### src/rtl/mem_port.sv
// Memory bus port: runs one read or write strobe/ready transaction at a time.
// Read data lands in a memory data register. A strobe left waiting for
// TIMEOUT cycles is aborted and raises a sticky err flag.
module mem_port #(
    parameter int unsigned ADDR_W  = 16,
    parameter int unsigned DATA_W  = 16,
    parameter int unsigned TIMEOUT = 15
) (
    input  logic              clk,
    input  logic              reset,
    input  logic [ADDR_W-1:0] addr,
    input  logic [DATA_W-1:0] wdata,
    input  logic              rd_req,
    input  logic              wr_req,
    input  logic [DATA_W-1:0] mem_rdata,
    input  logic              mem_ready,
    output logic [ADDR_W-1:0] mem_addr,
    output logic [DATA_W-1:0] mem_wdata,
    output logic              mem_rd,
    output logic              mem_wr,
    output logic [DATA_W-1:0] rdata,
    output logic              busy,
    output logic              done,
    output logic              err
);

    // Counter only has to reach TIMEOUT-1, so it never wraps.
    localparam int unsigned CNT_W = (TIMEOUT > 1) ? $clog2(TIMEOUT) : 1;
    localparam logic [CNT_W-1:0] CNT_LAST = CNT_W'(TIMEOUT - 1);

    typedef enum logic [1:0] {StIdle, StRead, StWrite, StDone} state_e;

    state_e            state_q, state_d;
    logic [CNT_W-1:0]  cnt_q, cnt_d;
    logic [ADDR_W-1:0] mem_addr_q, mem_addr_d;
    logic [DATA_W-1:0] mem_wdata_q, mem_wdata_d;
    logic              mem_rd_q, mem_rd_d;
    logic              mem_wr_q, mem_wr_d;
    logic [DATA_W-1:0] rdata_q, rdata_d;
    logic              busy_q, busy_d;
    logic              done_q, done_d;
    logic              err_q, err_d;

    // Next-state and next-output logic; outputs are registered from these.
    always_comb begin
        state_d     = state_q;
        cnt_d       = cnt_q;
        mem_addr_d  = mem_addr_q;
        mem_wdata_d = mem_wdata_q;
        mem_rd_d    = mem_rd_q;
        mem_wr_d    = mem_wr_q;
        rdata_d     = rdata_q;
        err_d       = err_q;

        unique case (state_q)
            StIdle: begin
                // Read wins when both requests are present.
                if (rd_req) begin
                    mem_addr_d = addr;
                    mem_rd_d   = 1'b1;
                    err_d      = 1'b0;
                    cnt_d      = '0;
                    state_d    = StRead;
                end else if (wr_req) begin
                    mem_addr_d  = addr;
                    mem_wdata_d = wdata;
                    mem_wr_d    = 1'b1;
                    err_d       = 1'b0;
                    cnt_d       = '0;
                    state_d     = StWrite;
                end
            end
            StRead: begin
                // Ready is checked first so a late ready beats the timeout.
                if (mem_ready) begin
                    rdata_d  = mem_rdata;
                    mem_rd_d = 1'b0;
                    state_d  = StDone;
                end else if (cnt_q == CNT_LAST) begin
                    mem_rd_d = 1'b0;
                    err_d    = 1'b1;
                    state_d  = StDone;
                end else begin
                    cnt_d = cnt_q + CNT_W'(1);
                end
            end
            StWrite: begin
                if (mem_ready) begin
                    mem_wr_d = 1'b0;
                    state_d  = StDone;
                end else if (cnt_q == CNT_LAST) begin
                    mem_wr_d = 1'b0;
                    err_d    = 1'b1;
                    state_d  = StDone;
                end else begin
                    cnt_d = cnt_q + CNT_W'(1);
                end
            end
            StDone: begin
                state_d = StIdle;
            end
        endcase

        busy_d = (state_d != StIdle);
        done_d = (state_d == StDone);
    end

    // State and registered outputs; reset clears everything asynchronously.
    always_ff @(posedge clk or negedge reset) begin
        if (!reset) begin
            state_q     <= StIdle;
            cnt_q       <= '0;
            mem_addr_q  <= '0;
            mem_wdata_q <= '0;
            mem_rd_q    <= 1'b0;
            mem_wr_q    <= 1'b0;
            rdata_q     <= '0;
            busy_q      <= 1'b0;
            done_q      <= 1'b0;
            err_q       <= 1'b0;
        end else begin
            state_q     <= state_d;
            cnt_q       <= cnt_d;
            mem_addr_q  <= mem_addr_d;
            mem_wdata_q <= mem_wdata_d;
            mem_rd_q    <= mem_rd_d;
            mem_wr_q    <= mem_wr_d;
            rdata_q     <= rdata_d;
            busy_q      <= busy_d;
            done_q      <= done_d;
            err_q       <= err_d;
        end
    end

    assign mem_addr  = mem_addr_q;
    assign mem_wdata = mem_wdata_q;
    assign mem_rd    = mem_rd_q;
    assign mem_wr    = mem_wr_q;
    assign rdata     = rdata_q;
    assign busy      = busy_q;
    assign done      = done_q;
    assign err       = err_q;

endmodule
### config.mk
export PLATFORM = sky130hd
export DESIGN_NAME = mem_port
export DESIGN_NICKNAME = d
export VERILOG_FILES = /design/src/rtl/mem_port.sv
export SDC_FILE = /design/constraint.sdc
export NUM_CORES = 1
export LEC_CHECK = 0
export CORE_MARGIN = 4
export CORE_UTILIZATION = 41
export CTS_BUF_LIST = sky130_fd_sc_hd__clkbuf_4 sky130_fd_sc_hd__clkbuf_8
export DETAILED_ROUTE_END_ITERATION = 8
export DONT_BUFFER_PORTS = 1
export SYNTH_ARGS = -nofsm -noshare
export SYNTH_HDL_FRONTEND = slang
export SYNTH_SLANG_ARGS = --single-unit
### constraint.sdc
create_clock -name clk -period 1.7 [get_ports clk]
set_input_delay 0.34 -clock clk [delete_from_list [all_inputs] [get_ports clk]]
set_output_delay 0.34 -clock clk [all_outputs]
set_load 0.1 [all_outputs]
==> metrics, run 1 <==
CP max stage cell dfrtp_1; DRT Wirelength 5185 µm; Initial Utilization 0.4196; clock skew 0.005733 ns; worst slew pin tran between 0.6 and 0.7 ns; CP endpoint kind flop; WS Path Type reg -> reg; fill cell count just under 500; slew margin rel. 0.5700; Die W ~86 µm; H-tree depth 3; worst-skew pair later-pin latency 0.32 ns; Distinct cells, synth 32; Final Slew Violations 0; clock transition at the registers of the reported paths about 0.06 ns; worst hold margin -0.2908 ns; gr usage total 0.1517; layout overhead on the synthesized area 28.22%; # diodes 0; flops & latches, synth between 50 and 60; RSZ-0062 raised after global routing false; max incr delay on CP 0.39 ns; FF-to-FF setup slack between 0.08 and 0.09 ns; placed cell area just under 0.003 mm²; kind of path behind the tightest hold check in -> async; # setup viols final 0; Avg Inst Size Synth 15.06 µm²; Max clock buf depth 2; status complete, but fails checks; Max Cap Viol 0; clock buffer count from CTS 9; global-route wire length before repair about 8500 µm; utilization after layout 0.5381; DR vias approximately 1.6k; layout cells sized above 1 0.4329; pin count of the biggest net entering global routing 60; Ports around 110; Crit path buffers/inverters 1; Core Rows 28; port bufs 0; root buf cell clkbuf_8; Post-Syn Nets about 220; vias in the first global route between 1.5k and 2k; HPWL after DPL 3993 µm; most frequent cells in the layout dfrtp_1 (59), buf_4 (56), mux2_1 (32), mux2_4 (10), clkbuf_8 (10); WP data arrival 1.82 ns; Top Family by Delay on Critical Path flip-flops; placer congestion estimate between 0.8 and 0.9; Layout Nets between 200 and 300; CP required about 1.9 ns; Ys Warns 0; core footprint between 0.005 and 0.006 mm²; Vias/cell 5.072; initial antenna violation count 0; Seq/Total Area, Yosys 0.5978; crit-path cells inv_1 > ha_4 > and2b_4 > nand2_4 > mux2_1; clock period minus worst slack about 1.6 ns; fmax slightly above 0.6 GHz; Mapped Area ~0.0025 mm²; Setup Fix Bufs, Post-CTS 0; CTS Sinks roughly 60; drt wl/cell 16.94 µm; commonest non-fill, non-tap cell in the layout dfrtp_1; die area ~0.0073 mm²; DRT Pass-1 Iters 4; CTS tree done; final hold viol count slightly below 60; Overflow after GRT 0; period utilization 0.9509; Remaining DRCs 0; Startpoint Class flop; Worst Path Max Fanout 16; Post-Syn Instances ~160; failing checks negative hold slack; fin area approximately 0.0032 mm²; chip height between 80 and 90 µm; antenna-violating nets left 0; violation count after the first detailed-route iteration 32
repair_timing:
item                                    4_1_cts  5_1_grt
hold endpoints to repair                     59       59
gates resized for setup                       1        4
endpoints found under the setup margin        7        6
Yosys cell counts (all sizes together):
cell type  count  area [µm²]
o21bai         1       7.510
and2b          1       10.01
and3           1       6.260
nand2b         1       13.76
o211ai         1       7.510
ha             5       62.56
nor3           1       10.01
a211oi         1       12.51
inv            5       18.77
nand2          7       33.78
a2bb2oi        1       8.760
dfrtp         59        1476
nor3b          1       12.51
nand3          2       10.01
buf            5       36.28
nor2           3       11.26
o221a          1       20.02
a21boi         1       7.510
mux2          48       578.1
o21ai          7       46.29
and4           1       8.760
o2bb2ai        1       8.760
nor2b          1       6.260
a21oi          8       40.04
a41oi          1       16.27
stage by stage:
stage,cells,setup TNS [ns],setup slack [ns]
after floorplan,164,0,0.09158
after global placement,290,0,0.09826
after detailed placement,290,-0.02507,-0.009018
after CTS,306,0,0.04057
after global routing,306,0,0.008441
final,306,0,0.08351
registers in the layout, summed over array words and instances, names as in the netlist:
register / count
rdata: 16
busy: 1
mem_wdata: 16
cnt_q: 4
mem_addr: 16
state_q: 2
err: 1
done: 1
mem_rd: 1
mem_wr: 1
path summary, 6_finish.rpt:
| kind | start | endpoint | cells past startpoint |
|---|---|---|---|
| max | state_q[0]$_DFF_PN0_ | mem_wdata[15]$_DFFE_PN0P_ | 5 |
| min | reset | rdata[3]$_DFFE_PN0P_ | 0 |
| max reg2reg | state_q[0]$_DFF_PN0_ | mem_wdata[15]$_DFFE_PN0P_ | 5 |
| min reg2reg | rdata[15]$_DFFE_PN0P_ | rdata[15]$_DFFE_PN0P_ | 1 |
| max in group asynchronous | reset | state_q[1]$_DFF_PN0_ | 0 |
| min in group clk | addr[14] | mem_addr[14]$_DFFE_PN0P_ | 1 |
layout make-up:
cell class                 count  area [µm²]  area share
sequential                    59        1476      0.4662
tap                           75       93.84     0.02963
clock buffer                  11       145.1     0.04583
clock inverter                 5       52.55     0.01659
inverter                       5       18.77    0.005927
timing repair buffer          56       420.4      0.1328
multi-input combinational     95       959.7      0.3030
worst register-to-register path, cell delays in order (launching register included):
cell     delay, ns
dfrtp_1       0.39
inv_1         0.17
ha_4          0.21
and2b_4       0.19
nand2_4       0.17
mux2_1        0.37
cells by family after synthesis:
logic type,Yosys count,share of synthesized area
adder cells (fa/ha/maj),5,0.02533
AO/OA/AOI/OAI,23,0.07093
buffers and inverters,10,0.02229
multiplexers,48,0.2340
flip-flops,59,0.5978
AND/OR/NAND/NOR,19,0.04965
layer usage:
metal,vias to the layer above,global-route usage,wire length [µm]
li1,708,-,-
met1,737,0.1590,1949
met2,95,0.2542,2517
met3,12,0.06628,612
met4,0,0.08489,105
met5,-,0,0
Power of run 1 is left out: the tool's default activity adds up to more than one toggle a clock period on the data nets, which glitch-free logic cannot reach.
==> run 2: changes to the inputs <==
--- a/config.mk
+++ b/config.mk
@@ -10,6 +10,8 @@
 export CTS_BUF_LIST = sky130_fd_sc_hd__clkbuf_4 sky130_fd_sc_hd__clkbuf_8
 export DETAILED_ROUTE_END_ITERATION = 8
 export DONT_BUFFER_PORTS = 1
+export RECOVER_POWER = 50
+export SETUP_SLACK_MARGIN = 0.2
 export SYNTH_ARGS = -nofsm -noshare
 export SYNTH_HDL_FRONTEND = slang
 export SYNTH_SLANG_ARGS = --single-unit
==> constraint.sdc (replaced) <==
create_clock -name clk -period 1.3 [get_ports clk]
set_input_delay 0.26 -clock clk [delete_from_list [all_inputs] [get_ports clk]]
set_output_delay 0.26 -clock clk [all_outputs]
set_load 0.1 [all_outputs]
==> metrics, run 2 (synthesis results as in run 1) <==
chip height ~86 µm; WP data arrival ~1.7 ns; root buf cell clkbuf_8; period utilization 1.147; clock buffer count from CTS 9; antenna-violating nets left 0; Vias/cell just over 5; Remaining DRCs 0; CTS tree done; worst slew pin tran roughly 0.47 ns; fin cells approximately 330; pin count of the biggest net entering global routing 60; Setup TNS -7.008 ns; drt wl/cell 20.91 µm; die area about 0.0073 mm²; placed cell area between 0.003 and 0.004 mm²; DRT Wirelength slightly below 7000 µm; gr usage total 0.1866; Die W ~86 µm; CTS Sinks 59; global-route wire length before repair slightly above 10000 µm; Final Slew Violations 0; # diodes 0; layout cells sized above 1 0.8555; H-tree depth 3; worst-skew pair later-pin latency 0.33 ns; CP endpoint kind flop; core footprint roughly 0.0059 mm²; Placed Cells incl. Taps between 200 and 300; failing checks negative hold slack, negative setup slack; RSZ-0062 raised after global routing true; worst hold margin -0.3806 ns; DR vias about 1.7k; Startpoint Class flop; fmax 0.6704 GHz; Ports between 100 and 150; slew margin rel. 0.6864; DRT Pass-1 Iters 4; clock period minus worst slack 1.492 ns; commonest non-fill, non-tap cell in the layout buf_12; CP required ~1.5 ns; Core Rows 28; Initial Utilization 0.4196; fill cell count about 330; WS Path Type reg -> reg; status complete, but fails checks; port bufs 0; utilization after layout 0.7430; vias in the first global route about 1.8k; area of the multi-input gates approximately 0.0013 mm²; most frequent cells in the layout buf_12 (49), mux2_4 (48), dfrtp_2 (38), buf_4 (24), dfrtp_1 (16); violation count after the first detailed-route iteration 57; Overflow after GRT 0; register area roughly 0.0015 mm²; worst setup margin -0.1916 ns; final hold viol count between 50 and 60; kind of path behind the tightest hold check in -> async; clock transition at the registers of the reported paths ~0.06 ns; layout overhead on the synthesized area 77.05%; fin area around 0.0044 mm²; clock skew between 0.005 and 0.006 ns; # setup viols final 59; HPWL after DPL approximately 4600 µm; Max clock buf depth 2; Layout Nets between 300 and 400; placer congestion estimate between 0.8 and 0.9; Worst Path Max Fanout 8; Max Cap Viol 0; initial antenna violation count 0
-- run 2: cell types whose count changed in the layout (fill, tap and decap cells not counted), sizes merged --
cell / previous run / this run
nand2: 7 / 8
o21ai: 7 / 9
clkinvlp: 1 / 0
clkinv: 3 / 1
clkbuf: 11 / 14
buf: 56 / 78
-- run 2: area by class of cell --
class / count / area share
clock inverter: 2 / 0.008011
clock buffer: 14 / 0.04120
inverter: 5 / 0.004292
timing repair buffer: 78 / 0.2821
multi-input combinational: 98 / 0.2901
sequential: 59 / 0.3528
tap: 75 / 0.02146
-- run 2: worst max-delay path, cell delays in order, from the launching register on --
cell and delay [ns]:
dfrtp_1 0.39, inv_2 0.09, ha_4 0.19, and2b_4 0.26
nand2_8 0.11, mux2_4 0.31
-- run 2: worst paths after layout --
| check | start | depth (start not counted) | slack (ns) | end |
|---|---|---|---|---|
| min in group clk | rd_req | 2 | 0.06 | state_q[0]$_DFF_PN0_ |
| hold / removal | reset | 0 | -0.38 | mem_addr[3]$_DFFE_PN0P_ |
| max in group asynchronous | reset | 0 | 1.58 | mem_wr$_DFFE_PN0P_ |
| setup / recovery | state_q[1]$_DFF_PN0_ | 5 | -0.19 | mem_wdata[12]$_DFFE_PN0P_ |
| setup reg to reg | state_q[1]$_DFF_PN0_ | 5 | -0.19 | mem_wdata[12]$_DFFE_PN0P_ |
| hold reg to reg | cnt_q[3]$_DFFE_PN0P_ | 1 | 0.55 | cnt_q[3]$_DFFE_PN0P_ |
-- run 2: layer usage --
layer | GRT usage | vias up | part of all wire
met1 | 0.2110 | 852 | 0.41
met4 | 0.1165 | 0 | 0.027
met3 | 0.05572 | 16 | 0.056
li1 | - | 757 | -
met5 | 0 | - | 0
met2 | 0.3086 | 63 | 0.51
-- run 2: metrics by stage --
stage | hold slack, ns | worst slack, ns
4_1_cts | -0.4023 | -0.1725
3_3_place_gp | -0.03379 | -0.1715
2_1_floorplan | -0.03559 | -0.2432
6_report | -0.3806 | -0.1916
3_5_place_dp | -0.03383 | -0.2629
5_1_grt | -0.4099 | -0.2511
-- run 2: timing repair --
action | CTS | global route
hold endpoints to repair | 59 | 59
gates resized for setup | 37 | 16
pin swaps | 6 | 7
buffers inserted | 13 | 3
gates cloned | 2 | 2
endpoints found under the setup margin | 112 | 112
Power of run 2 is left out for the same reason.
